==> src/rtl/uart_pkg.sv <==
// Shared types and constants for the UART command-frame parser.
package uart_pkg;

    typedef enum logic [2:0] {
        HUNT,
        CMD,
        LEN,
        PAYLOAD,
        CSUM,
        HOLD
    } state_t;

    typedef enum logic [2:0] {
        NO_ERR   = 3'd0,
        LEN_ERR  = 3'd1,
        CSUM_ERR = 3'd2,
        TIMEOUT  = 3'd3,
        OVERRUN  = 3'd4
    } err_t;

    localparam int         DEF_DATA_BIT = 8;
    localparam logic [7:0] DEF_HEADER   = 8'hAA;

endpackage

==> src/rtl/frame_buf.sv <==
// Payload buffer: simple dual-port RAM, synchronous write, registered read.
module frame_buf #(
    parameter int MAX_LEN = 16,
    localparam int AW = (MAX_LEN > 1) ? $clog2(MAX_LEN) : 1
) (
    input  logic          clk,
    input  logic          rst,
    input  logic          wr_en,
    input  logic [AW-1:0] wr_addr,
    input  logic [7:0]    wr_data,
    input  logic [AW-1:0] rd_addr,
    output logic [7:0]    rd_data
);

    logic [7:0] mem [MAX_LEN];

    always_ff @(posedge clk) begin
        if (wr_en)
            mem[wr_addr] <= wr_data;
    end

    always_ff @(posedge clk or negedge rst) begin
        if (!rst)
            rd_data <= '0;
        else
            rd_data <= mem[rd_addr];
    end

endmodule

==> src/rtl/uart_frame_parser.sv <==
// Assembles header/cmd/len/payload/checksum frames from UART receiver bytes
// and holds each good frame for the application under a valid/ack handshake.
module uart_frame_parser
    import uart_pkg::*;
#(
    parameter int         DATA_BIT     = DEF_DATA_BIT,
    parameter int         MAX_LEN      = 16,
    parameter logic [7:0] HEADER       = DEF_HEADER,
    parameter int         TIMEOUT_CLKS = 52080,
    localparam int AW = (MAX_LEN > 1) ? $clog2(MAX_LEN) : 1
) (
    input  logic                clk,
    input  logic                rst,
    input  logic [DATA_BIT-1:0] rx_data,
    input  logic                rx_ready,
    output logic                frame_valid,
    output logic [7:0]          frame_cmd,
    output logic [7:0]          frame_len,
    input  logic [AW-1:0]       rd_addr,
    output logic [7:0]          rd_data,
    input  logic                frame_ack,
    output logic                frame_err,
    output logic [2:0]          err_code
);

    localparam int TW = $clog2(TIMEOUT_CLKS + 1);

    logic [DATA_BIT-1:0] hold_byte;
    logic                rdy_d;
    logic                byte_stb;
    logic [7:0]          byte_val;
    state_t              state;
    logic [7:0]          cmd;
    logic [7:0]          len;
    logic [7:0]          csum;
    logic [AW-1:0]       idx;
    logic [TW-1:0]       tmr;
    logic                wr_en;
    logic                tmr_active;
    logic                tmr_done;

    // rx_data is only meaningful in the stop bit; the last load while busy is the byte
    assign byte_stb   = rx_ready & ~rdy_d;
    assign byte_val   = 8'(hold_byte);
    assign wr_en      = byte_stb && (state == PAYLOAD);
    assign tmr_active = state inside {CMD, LEN, PAYLOAD, CSUM};
    assign tmr_done   = tmr_active && (tmr == TW'(TIMEOUT_CLKS - 1));

    always_ff @(posedge clk or negedge rst) begin
        if (!rst) begin
            hold_byte   <= '0;
            rdy_d       <= 1'b1;
            state       <= HUNT;
            cmd         <= '0;
            len         <= '0;
            csum        <= '0;
            idx         <= '0;
            tmr         <= '0;
            frame_valid <= 1'b0;
            frame_cmd   <= '0;
            frame_len   <= '0;
            frame_err   <= 1'b0;
            err_code    <= '0;
        end else begin
            frame_err <= 1'b0;
            rdy_d     <= rx_ready;
            if (!rx_ready)
                hold_byte <= rx_data;
            if (tmr_active)
                tmr <= tmr + 1'b1;

            case (state)
                HUNT: begin
                    if (byte_stb && byte_val == HEADER) begin
                        state <= CMD;
                        tmr   <= '0;
                    end
                end
                CMD: begin
                    if (byte_stb) begin
                        cmd   <= byte_val;
                        csum  <= byte_val;
                        idx   <= '0;
                        tmr   <= '0;
                        state <= LEN;
                    end
                end
                LEN: begin
                    if (byte_stb) begin
                        len  <= byte_val;
                        csum <= csum + byte_val;
                        tmr  <= '0;
                        if (byte_val > 8'(MAX_LEN)) begin
                            frame_err <= 1'b1;
                            err_code  <= LEN_ERR;
                            state     <= HUNT;
                        end else if (byte_val == 8'd0) begin
                            state <= CSUM;
                        end else begin
                            state <= PAYLOAD;
                        end
                    end
                end
                PAYLOAD: begin
                    if (byte_stb) begin
                        csum <= csum + byte_val;
                        tmr  <= '0;
                        if (8'(idx) == len - 8'd1) begin
                            idx   <= '0;
                            state <= CSUM;
                        end else begin
                            idx <= idx + 1'b1;
                        end
                    end
                end
                CSUM: begin
                    if (byte_stb) begin
                        tmr <= '0;
                        if (byte_val == csum) begin
                            state       <= HOLD;
                            frame_valid <= 1'b1;
                            frame_cmd   <= cmd;
                            frame_len   <= len;
                        end else begin
                            frame_err <= 1'b1;
                            err_code  <= CSUM_ERR;
                            state     <= HUNT;
                        end
                    end
                end
                HOLD: begin
                    // ack takes priority: a byte arriving with it is dropped silently
                    if (frame_ack) begin
                        frame_valid <= 1'b0;
                        state       <= HUNT;
                    end else if (byte_stb) begin
                        frame_err <= 1'b1;
                        err_code  <= OVERRUN;
                    end
                end
                default: state <= HUNT;
            endcase

            if (tmr_done && !byte_stb) begin
                frame_err <= 1'b1;
                err_code  <= TIMEOUT;
                state     <= HUNT;
                tmr       <= '0;
            end
        end
    end

    frame_buf #(
        .MAX_LEN(MAX_LEN)
    ) u_buf (
        .clk    (clk),
        .rst    (rst),
        .wr_en  (wr_en),
        .wr_addr(idx),
        .wr_data(byte_val),
        .rd_addr(rd_addr),
        .rd_data(rd_data)
    );

endmodule

==> config.mk <==
export PLATFORM = sky130hd
export DESIGN_NAME = uart_frame_parser
export DESIGN_NICKNAME = d
export VERILOG_FILES = /design/src/rtl/uart_pkg.sv /design/src/rtl/frame_buf.sv /design/src/rtl/uart_frame_parser.sv
export SDC_FILE = /design/constraint.sdc
export NUM_CORES = 1
export LEC_CHECK = 0
export CORE_ASPECT_RATIO = 1.2
export CORE_UTILIZATION = 64
export CTS_CLUSTER_SIZE = 40
export DETAILED_ROUTE_END_ITERATION = 10
export GPL_TIMING_DRIVEN = 0
export PLACE_DENSITY = 0.89
export SYNTH_ARGS = -nofsm -noshare
export SYNTH_HDL_FRONTEND = slang
export SYNTH_SLANG_ARGS = --single-unit
export TNS_END_PERCENT = 50
==> constraint.sdc <==
create_clock -name clk -period 3.7 [get_ports clk]
set_input_delay 0.74 -clock clk [delete_from_list [all_inputs] [get_ports clk]]
set_output_delay 0.74 -clock clk [all_outputs]
set_load 0.05 [all_outputs]
; Yosys cells after proc, flatten, opt, wreduce, memory -nomap -nowiden
; Memories as Yosys holds them, arrays and structs flattened. A register that Yosys moved wholly into a read port is not among the register bits.
; Cells that the tools add are included.
[totals]
reg_bits = 77
latch_bits = 0
ramBits = 128
mem_bits_ro = 0
out_inout_bits = 29
n_memories = 1
[mem_list]
columns = memory, words, word_bits, read_ports, rd_clocked_by_memory_dff, write_ports, line
row1 = u_buf.mem, 16, 8, 1, 1, 1, frame_buf.sv:15  ; logic [7:0] mem [MAX_LEN];
[classes]
addsub = 4
n_mul = 0
div = 0
order_cmp = 1
n_eq_ne = 26
shift = 0
mux = 46
bitwise_logic = 2
n_reduce_logical = 23
[ops]
columns = op, count
row1 = $mux W16, 4
row2 = $mux W3, 18
row3 = $pmux W16 S2, 1
row4 = $pmux W3 S6, 1
row5 = $add A16 B1 Y16 const B, 1
row6 = $eq A16 B16 Y1 const B, 1
row7 = $mux W8, 2
row8 = $pmux W8 S2, 1
row9 = $ne A3 B2 Y1 const B, 5
row10 = $reduce_and A7 Y1, 2
row11 = $mux W1, 12
row12 = $mux W4, 3
row13 = $ne A3 B3 Y1 const B, 4
row14 = $pmux W3 S3, 1
row15 = $reduce_and A3 Y1, 3
row16 = $add A8 B8 Y8, 1
row17 = $eq A4 B8 Y1, 1
row18 = $eq A8 B8 Y1, 1
row19 = $eq A8 B8 Y1 const B, 1
row20 = $gt A8 B5 Y1 const B, 1
row21 = $logic_not A8 Y1, 1
row22 = $ne A2 B2 Y1 const B, 4
row23 = $pmux W4 S2, 1
row24 = $reduce_bool A4 Y1, 2
row25 = other kinds (19), 30

; Logic depth before layout (Yosys ltp)
; Gate-level depths: netlist of the first run.
[logic_depth]
word_depth = 6
ltp_mapped = 9
mapped_depth_nobuf = 9

; Cells and area by module
; Synthesis of the first run repeated with hierarchy kept, for this count alone.
[hier_totals]
cells_unflattened = 599
area_unflattened_um2 = 9151.3
[by_module_without_submodules]
columns = module, n_inst, cells_each, area_per_inst_um2
row1 = frame_buf, 1, 229, 5187.5
row2 = uart_frame_parser, 1, 370, 3963.8

; Worst setup path before layout of the first run
; No wires, ideal clock.
[synth_path]
path_kind = input to register
startpoint = in rx_ready
endpoint = mem u_buf.mem[0][0], enable pin
setup_ns = 0.383
arrival_time_ns = 2.107
required_time_ns = 3.317
path_slack_ns = 1.209
cell_stages = 6
n_path_buf = 1
path_cell_list = nor2b_1 clkbuf_1 nand2_1 nor2_1 nand2_1 nor3_1
[synth_via]
elab_chain_len = 4
[synth_lines]
columns = element, line
row1 = from (decl), uart_frame_parser.sv:15  ; input logic rx_ready,
row2 = $and A1 B1 Y1, uart_frame_parser.sv:43  ; assign byte_stb = rx_ready & ~rdy_d;
row3 = $logic_and A1 B1 Y1, uart_frame_parser.sv:45  ; assign wr_en = byte_stb && (state == PAYLOAD);
row4 = $mux W1, frame_buf.sv:18  ; if (wr_en)
row5 = $mux W1 (not written as such), frame_buf.sv:19  ; mem[wr_addr] <= wr_data;
row6 = to (decl), frame_buf.sv:15
; Every way passes these cells.

; Worst setup path in the final report of the first run
[layout_path]
startpoint = reg hold_byte[4], in the netlist byte_val[4]
endpoint = reg frame_len[6]
[layout_via]
elab_chain_len = 2
[layout_lines]
columns = element, line
row1 = from (decl), uart_frame_parser.sv:28  ; logic [DATA_BIT-1:0] hold_byte;
row2 = from (signal assigned), uart_frame_parser.sv:68  ; hold_byte <= rx_data;
row3 = $eq A8 B8 Y1, uart_frame_parser.sv:119  ; if (byte_val == csum) begin
row4 = $reduce_and A3 Y1 (no line), --
row5 = to (signal assigned), uart_frame_parser.sv:123  ; frame_len <= len;
row6 = to (decl), uart_frame_parser.sv:18  ; output logic [7:0] frame_len,
; Every way passes these cells.
; A chain may end at the register's enable or synchronous reset.

==> results.py, run 1 <==
metrics = {
    "sta": {
        "setup_viol": 0,
        "slew_headroom": 0.109,
        "hold_viol_final": 0,
        "timing.fmax_mhz": 307,
        "period_share": 0.881,
        "worst_pin_slew_ns": 1.33,
        "slew_viol_final": 0,
        "rsz0062_at_grt": "no",
        "fin_crit_ns": 3.26,
        "finClkSkew_ns": 0.0172,
    },
    "global_route": {
        "busiest_layer": "met2",
        "grt_pass1_vias": 5659,
        "gr-total-overflow": 0,
        "grt.met3_usage": 0.0366,
        "track_usage": 0.285,
        "globalRouteMet1Util": 0.350,
        "grt_pass1_wl_um": 31600,
        "antenna_found_initial": 0,
        "grt_max_degree": 75,
        "gr-usage-met2": 0.511,
    },
    "power_and_ir_drop": {
        "p_total_uw": 6520,
        "pwr-share-comb": 0.205,
        "pwr-share-clk": 0.334,
        "power_density_nw_per_um2": 623,
        "vdd.ir_drop.worst_mv": 0.525,
        "p_sw_uw": 1880,
        "pwr-share-seq": 0.461,
        "swShare": 0.289,
        "p_int_uw": 4630,
        "cellLeakagePower_uw": 0.00392,
    },
    "placed_design": {
        "placedInstanceArea_um2": 9750,
        "portBuffers": 41,
        "gp_congestion": 0.876,
        "place_inst": 797,
        "dp_hpwl_um": 12400,
    },
    "die": {
        "start_util": 0.659,
        "rows": 47,
        "die_w_um": 111,
        "io_pins": 45,
        "die_h_um": 133,
        "dieArea_um2": 14700,
        "core_region_area_um2": 13800,
    },
    "clocking": {
        "cts.sinks": 213,
        "cts_buffer_depth": 3,
        "tritoncts": "yes",
        "htreeDepth": 1,
        "cts_buffers": 21,
        "worstSkewPairLatency_ns": 0.51,
        "cts_hold_buf": 0,
        "root_buffer": "clkbuf_16",
        "post_cts_resized": 0,
        "cts_setup_buffers": 0,
        "path_clk_slew_ns": 0.07,
    },
    "drt": {
        "vias": 5404,
        "via_per_inst": 6.47,
        "drt-wirelength-per-cell_um": 24.2,
        "drc_errors": 0,
        "antenna_left": 0,
        "routed_wl_um": 20200,
        "drt_iter0_markers": 478,
        "drtPass1Iterations": 4,
    },
    "logic_synthesis": {
        "synth-async-reset-ratio": 0.399,
        "yosysSeqAreaShare": 0.656,
        "syn-instance-count": 584,
        "yosysTopAreaCell": "edfxtp_1",
        "yosysWarnings": 0,
        "synth_top_area_share": 0.422,
        "postSynthAreaPerCell_um2": 15.6,
        "ys_seq_elements": 213,
        "syn-cell-area_um2": 9100,
        "synth_cell_type_count": 58,
        "synthesis.nets": 614,
        "synth_edf_count": 128,
        "synthTopCellsByArea": "edfxtp_1 (42%), dfrtp_1 (23%), mux4_2 (9.9%)",
        "synthFlopType": "edfxtp_1",
    },
    "final_layout": {
        "nets": 679,
        "area_delta_synth_final_pct": 14.9,
        "finalInstanceArea_um2": 10500,
        "drive_gt1_frac": 0.203,
        "instances_no_fill": 835,
        "nFillCells": 747,
        "insertedDiodeCount": 0,
    },
    "min_path": {
        "hp-class": "primary input to async pin",
    },
    "critical_path": {
        "worstSetupPathType": "flip-flop to flip-flop",
        "cp_max_fo": 23,
        "arrival_ns": 3.65,
        "cp-end-kind": "flip-flop",
        "worst_ep_required_time_ns": 4.09,
        "critPathLaunchType": "flip-flop",
    },
    "status": {
        "outcome": "finished, final reports clean",
    },
    "run": {
        "maxCapViolCount": 0,
    },
}
## layout make-up
class                   instances  area (um2)  area share
flip-flops and latches        213        5970       0.571
multi-input cells             332        2960       0.283
clock inverters                 9         120      0.0115
plain buffers                  27         135      0.0129
well taps                     171         214      0.0205
inverters                      12        45.0     0.00431
repair buffers                 42         435      0.0416
clock buffers                  29         576      0.0550
## registers in the layout, indices dropped and copies added (netlist names)
signal and flops:
err_code 3, u_buf.mem 128, csum 8, rdy_d 1, tmr 16, frame_len 8
state 3, idx 4, cmd 8, len 8, frame_cmd 8, frame_err 1
u_buf.rd_data 8, byte_val 8, frame_valid 1
## cell families (layout without fill, tap and decap cells)
logic type,count (synthesis),count (layout),synth area share
AND/OR/NAND/NOR,151,151,0.0851
XOR/XNOR,21,21,0.0202
flip-flops,213,213,0.656
AO/OA/AOI/OAI,61,61,0.0444
buffers and inverters,39,119,0.0198
multiplexers,85,85,0.154
adder cells (fa/ha/maj),14,14,0.0201
## per-stage QoR
step | setup TNS, ns | setup WS [ns] | hold WS (ns) | utilization
4_1_cts | 0 | 0.396 | 0.0879 | 0.756
5_1_grt | 0 | 0.304 | 0.0881 | 0.757
3_3_place_gp | -97.10 | -1.16 | 0.467 | 0.704
3_5_place_dp | -2.01 | -0.112 | 0.476 | 0.706
6_report | 0 | 0.441 | 0.0853 | 0.757
2_1_floorplan | 0 | 1.21 | 0.444 | -
## cells in the final DEF, fill, tap and decap left out, types with 18 or more instances in the layout
cell type	Yosys	layout
clkbuf_1	12	18
nand2_1	35	35
nor2_1	39	39
mux2_2	38	38
clkdlybuf4s50_1	0	40
o21ai_0	19	19
edfxtp_1	128	128
dfrtp_1	84	84
clkbuf_16	0	21
mux4_2	40	40
## synth_stat cells, drive strengths merged, types with 2 or more instances
cell      n
a211o     2
a21o      5
a21oi    17
a31oi     2
and2      2
and3      2
buf      15
clkbuf   12
dfrtp    84
edfxtp  128
ha       13
inv      12
mux2     39
mux2i     6
mux4     40
nand2    35
nand2b    7
nand3     9
nand3b    2
nand4     5
nand4b    2
nor2     41
nor2b     5
nor3     19
nor4      7
nor4b     2
o2111a    2
o211a     2
o21ai    20
o31ai     2
or2       2
or3       8
xnor2     7
xor2     14
## worst max-delay path, stage by stage (launching register included)
cell and delay (ns):
dfrtp_1 0.95, ha_1 0.45, nor4_1 0.38, nand4b_1 0.29, nor2_2 0.42, buf_4 0.28
mux2_2 0.35
## power by group through the flow
stage | Clock, uW | Sequential (uW) | Combinational, uW
after floorplan | 0 | 3030 | 898
after global placement | 0 | 3010 | 1190
after detailed placement | 0 | 3030 | 1270
after CTS | 2190 | 2990 | 1320
after global routing | 2280 | 3020 | 1440
final | 2180 | 3000 | 1340
## per-layer routing
layer	up-vias	routed length (um)
met4	0	779
met5	-	0
met3	55	1070
met2	244	10900
li1	2355	-
met1	2750	7470
## final timing paths
kind | to | from | cells after the start | slack (ns)
worst max-delay path | frame_len[6]$_DFFE_PN0P_ | byte_val[4]$_DFFE_PN0N_ | 6 | 0.44
worst min-delay path | u_buf.rd_data[0]$_DFF_PN0_ | rst | 1 | 0.09
worst max register to register | frame_len[6]$_DFFE_PN0P_ | byte_val[4]$_DFFE_PN0N_ | 6 | 0.44
worst min register to register | frame_valid$_DFFE_PN0P_ | frame_valid$_DFFE_PN0P_ | 1 | 0.50
max in group asynchronous | rdy_d$_DFF_PN1_ | rst | 2 | 2.96
min in group clk | frame_valid$_DFFE_PN0P_ | frame_valid$_DFFE_PN0P_ | 1 | 0.50
No activity file was read; power rests on OpenSTA's default activity.
==> run 2: changes to the inputs <==
--- a/config.mk
+++ b/config.mk
@@ -6,12 +6,14 @@
 export NUM_CORES = 1
 export LEC_CHECK = 0
 export CORE_ASPECT_RATIO = 1.2
-export CORE_UTILIZATION = 64
+export CORE_MARGIN = 2
+export CORE_UTILIZATION = 65
 export CTS_CLUSTER_SIZE = 40
 export DETAILED_ROUTE_END_ITERATION = 10
 export GPL_TIMING_DRIVEN = 0
-export PLACE_DENSITY = 0.89
+export PLACE_DENSITY = 0.9
 export SYNTH_ARGS = -nofsm -noshare
 export SYNTH_HDL_FRONTEND = slang
+export SYNTH_HIERARCHICAL = 1
 export SYNTH_SLANG_ARGS = --single-unit
 export TNS_END_PERCENT = 50
==> run 2 against run 1 <==
Against the previous run:
- via count is 1.8% higher
- first-iteration DRC count is 7.9% lower
- flip-flop and latch count stayed put
- global-route usage is 1.4 points lower
- cell count is 1.9% higher
- largest power group unchanged
- critical endpoint is now u_buf/mem[0][5]$_DFFE_PP_
- fmax hardly changed
- non-clock buffer count stayed put
==> results.py, run 2 <==
metrics = {
    "final_layout": {
        "final_common_cell": "edfxtp_1",
        "largest_reg_flops": 128,
        "utilization": 0.762,
        "nets": 693,
        "instances_no_fill": 851,
        "finalInstanceArea_um2": 10500,
        "insertedDiodeCount": 0,
        "nFillCells": 805,
        "area_delta_synth_final_pct": 14.6,
        "layout_common_cells": "edfxtp_1 (128), dfrtp_1 (84), nor2_1 (49), clkdlybuf4s50_1 (42), nand2_1 (39)",
        "top_regs": "u_buf/mem: 128 flops, tmr: 16 flops",
        "drive_gt1_frac": 0.157,
        "top_register": "u_buf/mem",
    },
    "drt": {
        "routed_wl_um": 19600,
        "drc_errors": 0,
        "drtPass1Iterations": 6,
        "vias": 5499,
        "drt_iter0_markers": 440,
        "antenna_left": 0,
        "drt-wirelength-per-cell_um": 23.0,
        "via_per_inst": 6.46,
    },
    "logic_synthesis": {
        "synth_top_area_share": 0.420,
        "synthFlopType": "edfxtp_1",
        "yosysTopAreaCell": "edfxtp_1",
        "postSynthAreaPerCell_um2": 15.3,
        "syn-cell-area_um2": 9150,
        "synth-async-reset-ratio": 0.399,
        "yosysWarnings": 6,
        "yosysSeqAreaShare": 0.653,
        "synth_edf_count": 128,
        "synthTopCellsByArea": "edfxtp_1 (42%), dfrtp_1 (23%), mux4_2 (4.4%)",
        "syn-instance-count": 599,
        "ys_seq_elements": 213,
        "yosysMostFrequentCell": "edfxtp_1",
        "synth_top_cells_by_count": "edfxtp_1 (128), dfrtp_1 (84), nor2_1 (49)",
        "synthesis.nets": 626,
        "synth_cell_type_count": 70,
    },
    "sta": {
        "slew_headroom": 0.137,
        "setup_viol": 0,
        "worst_pin_slew_ns": 1.28,
        "rsz0062_at_grt": "no",
        "timing.fmax_mhz": 307,
        "hold_viol_final": 0,
        "period_share": 0.881,
        "slew_viol_final": 0,
        "finClkSkew_ns": 0.0160,
        "fin_crit_ns": 3.26,
    },
    "clocking": {
        "path_clk_slew_ns": 0.06,
        "htreeDepth": 1,
        "worstSkewPairLatency_ns": 0.49,
        "cts_setup_buffers": 0,
        "root_buffer": "clkbuf_16",
        "post_cts_resized": 0,
        "cts.sinks": 213,
        "cts_hold_buf": 0,
        "cts_buffers": 20,
        "cts_buffer_depth": 3,
        "tritoncts": "yes",
    },
    "die": {
        "core_region_area_um2": 13800,
        "io_pins": 45,
        "start_util": 0.665,
        "die_h_um": 134,
        "rows": 47,
        "die_w_um": 112,
        "dieArea_um2": 15000,
    },
    "placed_design": {
        "place_inst": 814,
        "dp_hpwl_um": 12600,
        "placedInstanceArea_um2": 9820,
        "portBuffers": 43,
        "gp_congestion": 0.866,
    },
    "critical_path": {
        "critPathLaunchType": "primary input",
        "worstSetupPathType": "primary input to flip-flop",
        "cp_max_fo": 10,
        "cp_top_family": "simple AND/OR/NAND/NOR gates",
        "critical_path_buf_inv_count": 3,
        "arrival_ns": 3.45,
        "slowest_delay_ns": 0.54,
        "worst_ep_required_time_ns": 3.89,
        "crit_top_cell": "buf_2",
        "path_cells": "clkdlybuf4s50_1 > buf_2 > nand2b_1 > nor2_1 > or3b_2 > nor3_1 > buf_2",
        "cp-end-kind": "flip-flop",
        "critPathSlowestCell": "or3b_2",
    },
    "min_path": {
        "hp-class": "primary input to async pin",
    },
    "global_route": {
        "track_usage": 0.272,
        "grt_max_degree": 49,
        "gr-total-overflow": 0,
        "grt_pass1_wl_um": 31700,
        "antenna_found_initial": 0,
        "grt_pass1_vias": 5859,
    },
    "power_and_ir_drop": {
        "cellLeakagePower_uw": 0.00399,
        "power_density_nw_per_um2": 614,
        "p_total_uw": 6440,
        "vdd.ir_drop.worst_mv": 0.489,
    },
    "status": {
        "outcome": "finished, final reports clean",
    },
    "run": {
        "maxCapViolCount": 0,
    },
}
-- run 2: cell types whose count changed in the layout (fill, tap and decap cells not counted), sizes merged, moves of 6 or more --
| cell | delta |
|---|---|
| nor2 | +10 |
| a31oi | +6 |
| mux4 | -8 |
| clkbuf | -7 |
| a22oi | +16 |
-- run 2: routing by layer --
metal,share of wire,track usage
met4,0.031,0.0874
met2,0.54,0.495
met1,0.38,0.343
met5,0,0
met3,0.048,0.0303
-- run 2: report_power, final --
part / internal (uW) / switching (uW)
Combinational: 594 / 814
Sequential: 2770 / 268
Clock: 1170 / 830
Total: 4530 / 1910
-- run 2: through the flow --
| step | hold slack (ns) | setup slack [ns] | TNS (ns) |
|---|---|---|---|
| final | 0.252 | 0.440 | 0 |
| after global routing | 0.277 | 0.195 | 0 |
| after CTS | 0.248 | 0.115 | 0 |
| after detailed placement | 0.478 | -0.387 | -3.57 |
| after global placement | 0.471 | -1.14 | -98.47 |
| after floorplan | 0.444 | 0.852 | 0 |
-- run 2: final timing paths --
path | startpoint | end | slack (ns) | cells past startpoint
min reg2reg | cmd[2]$_DFFE_PN0P_ | frame_cmd[2]$_DFFE_PN0P_ | 0.49 | 1
min | rst | frame_len[2]$_DFFE_PN0P_ | 0.25 | 1
max reg2reg | byte_val[5]$_DFFE_PN0N_ | frame_len[1]$_DFFE_PN0P_ | 0.50 | 7
max | rx_ready | u_buf/mem[0][5]$_DFFE_PP_ | 0.44 | 7
max in group asynchronous | rst | rdy_d$_DFF_PN1_ | 2.77 | 2
min in group clk | cmd[2]$_DFFE_PN0P_ | frame_cmd[2]$_DFFE_PN0P_ | 0.49 | 1
-- run 2: final cells by class --
cell class                      instances  area [um2]  area share
Buffer                                 24         159      0.0152
Clock buffer                           27         578      0.0551
Clock inverter                          9        77.6     0.00740
Inverter                               11        41.3     0.00394
Multi-Input combinational cell        351        2980       0.285
Sequential cell                       213        5970       0.570
Tap cell                              171         214      0.0204
Timing Repair Buffer                   45         460      0.0439
-- run 2: kinds of logic after synthesis --
| kind of cell | Yosys count | share of synthesized area |
|---|---|---|
| muxes | 73 | 0.135 |
| and+or+nand+nor | 161 | 0.0920 |
| buffers and inverters | 35 | 0.0219 |
| DFF | 213 | 0.653 |
| AOI/OAI and AO/OA | 80 | 0.0582 |
| xor gates and xnor gates | 26 | 0.0249 |
| adders and majority gates | 11 | 0.0159 |
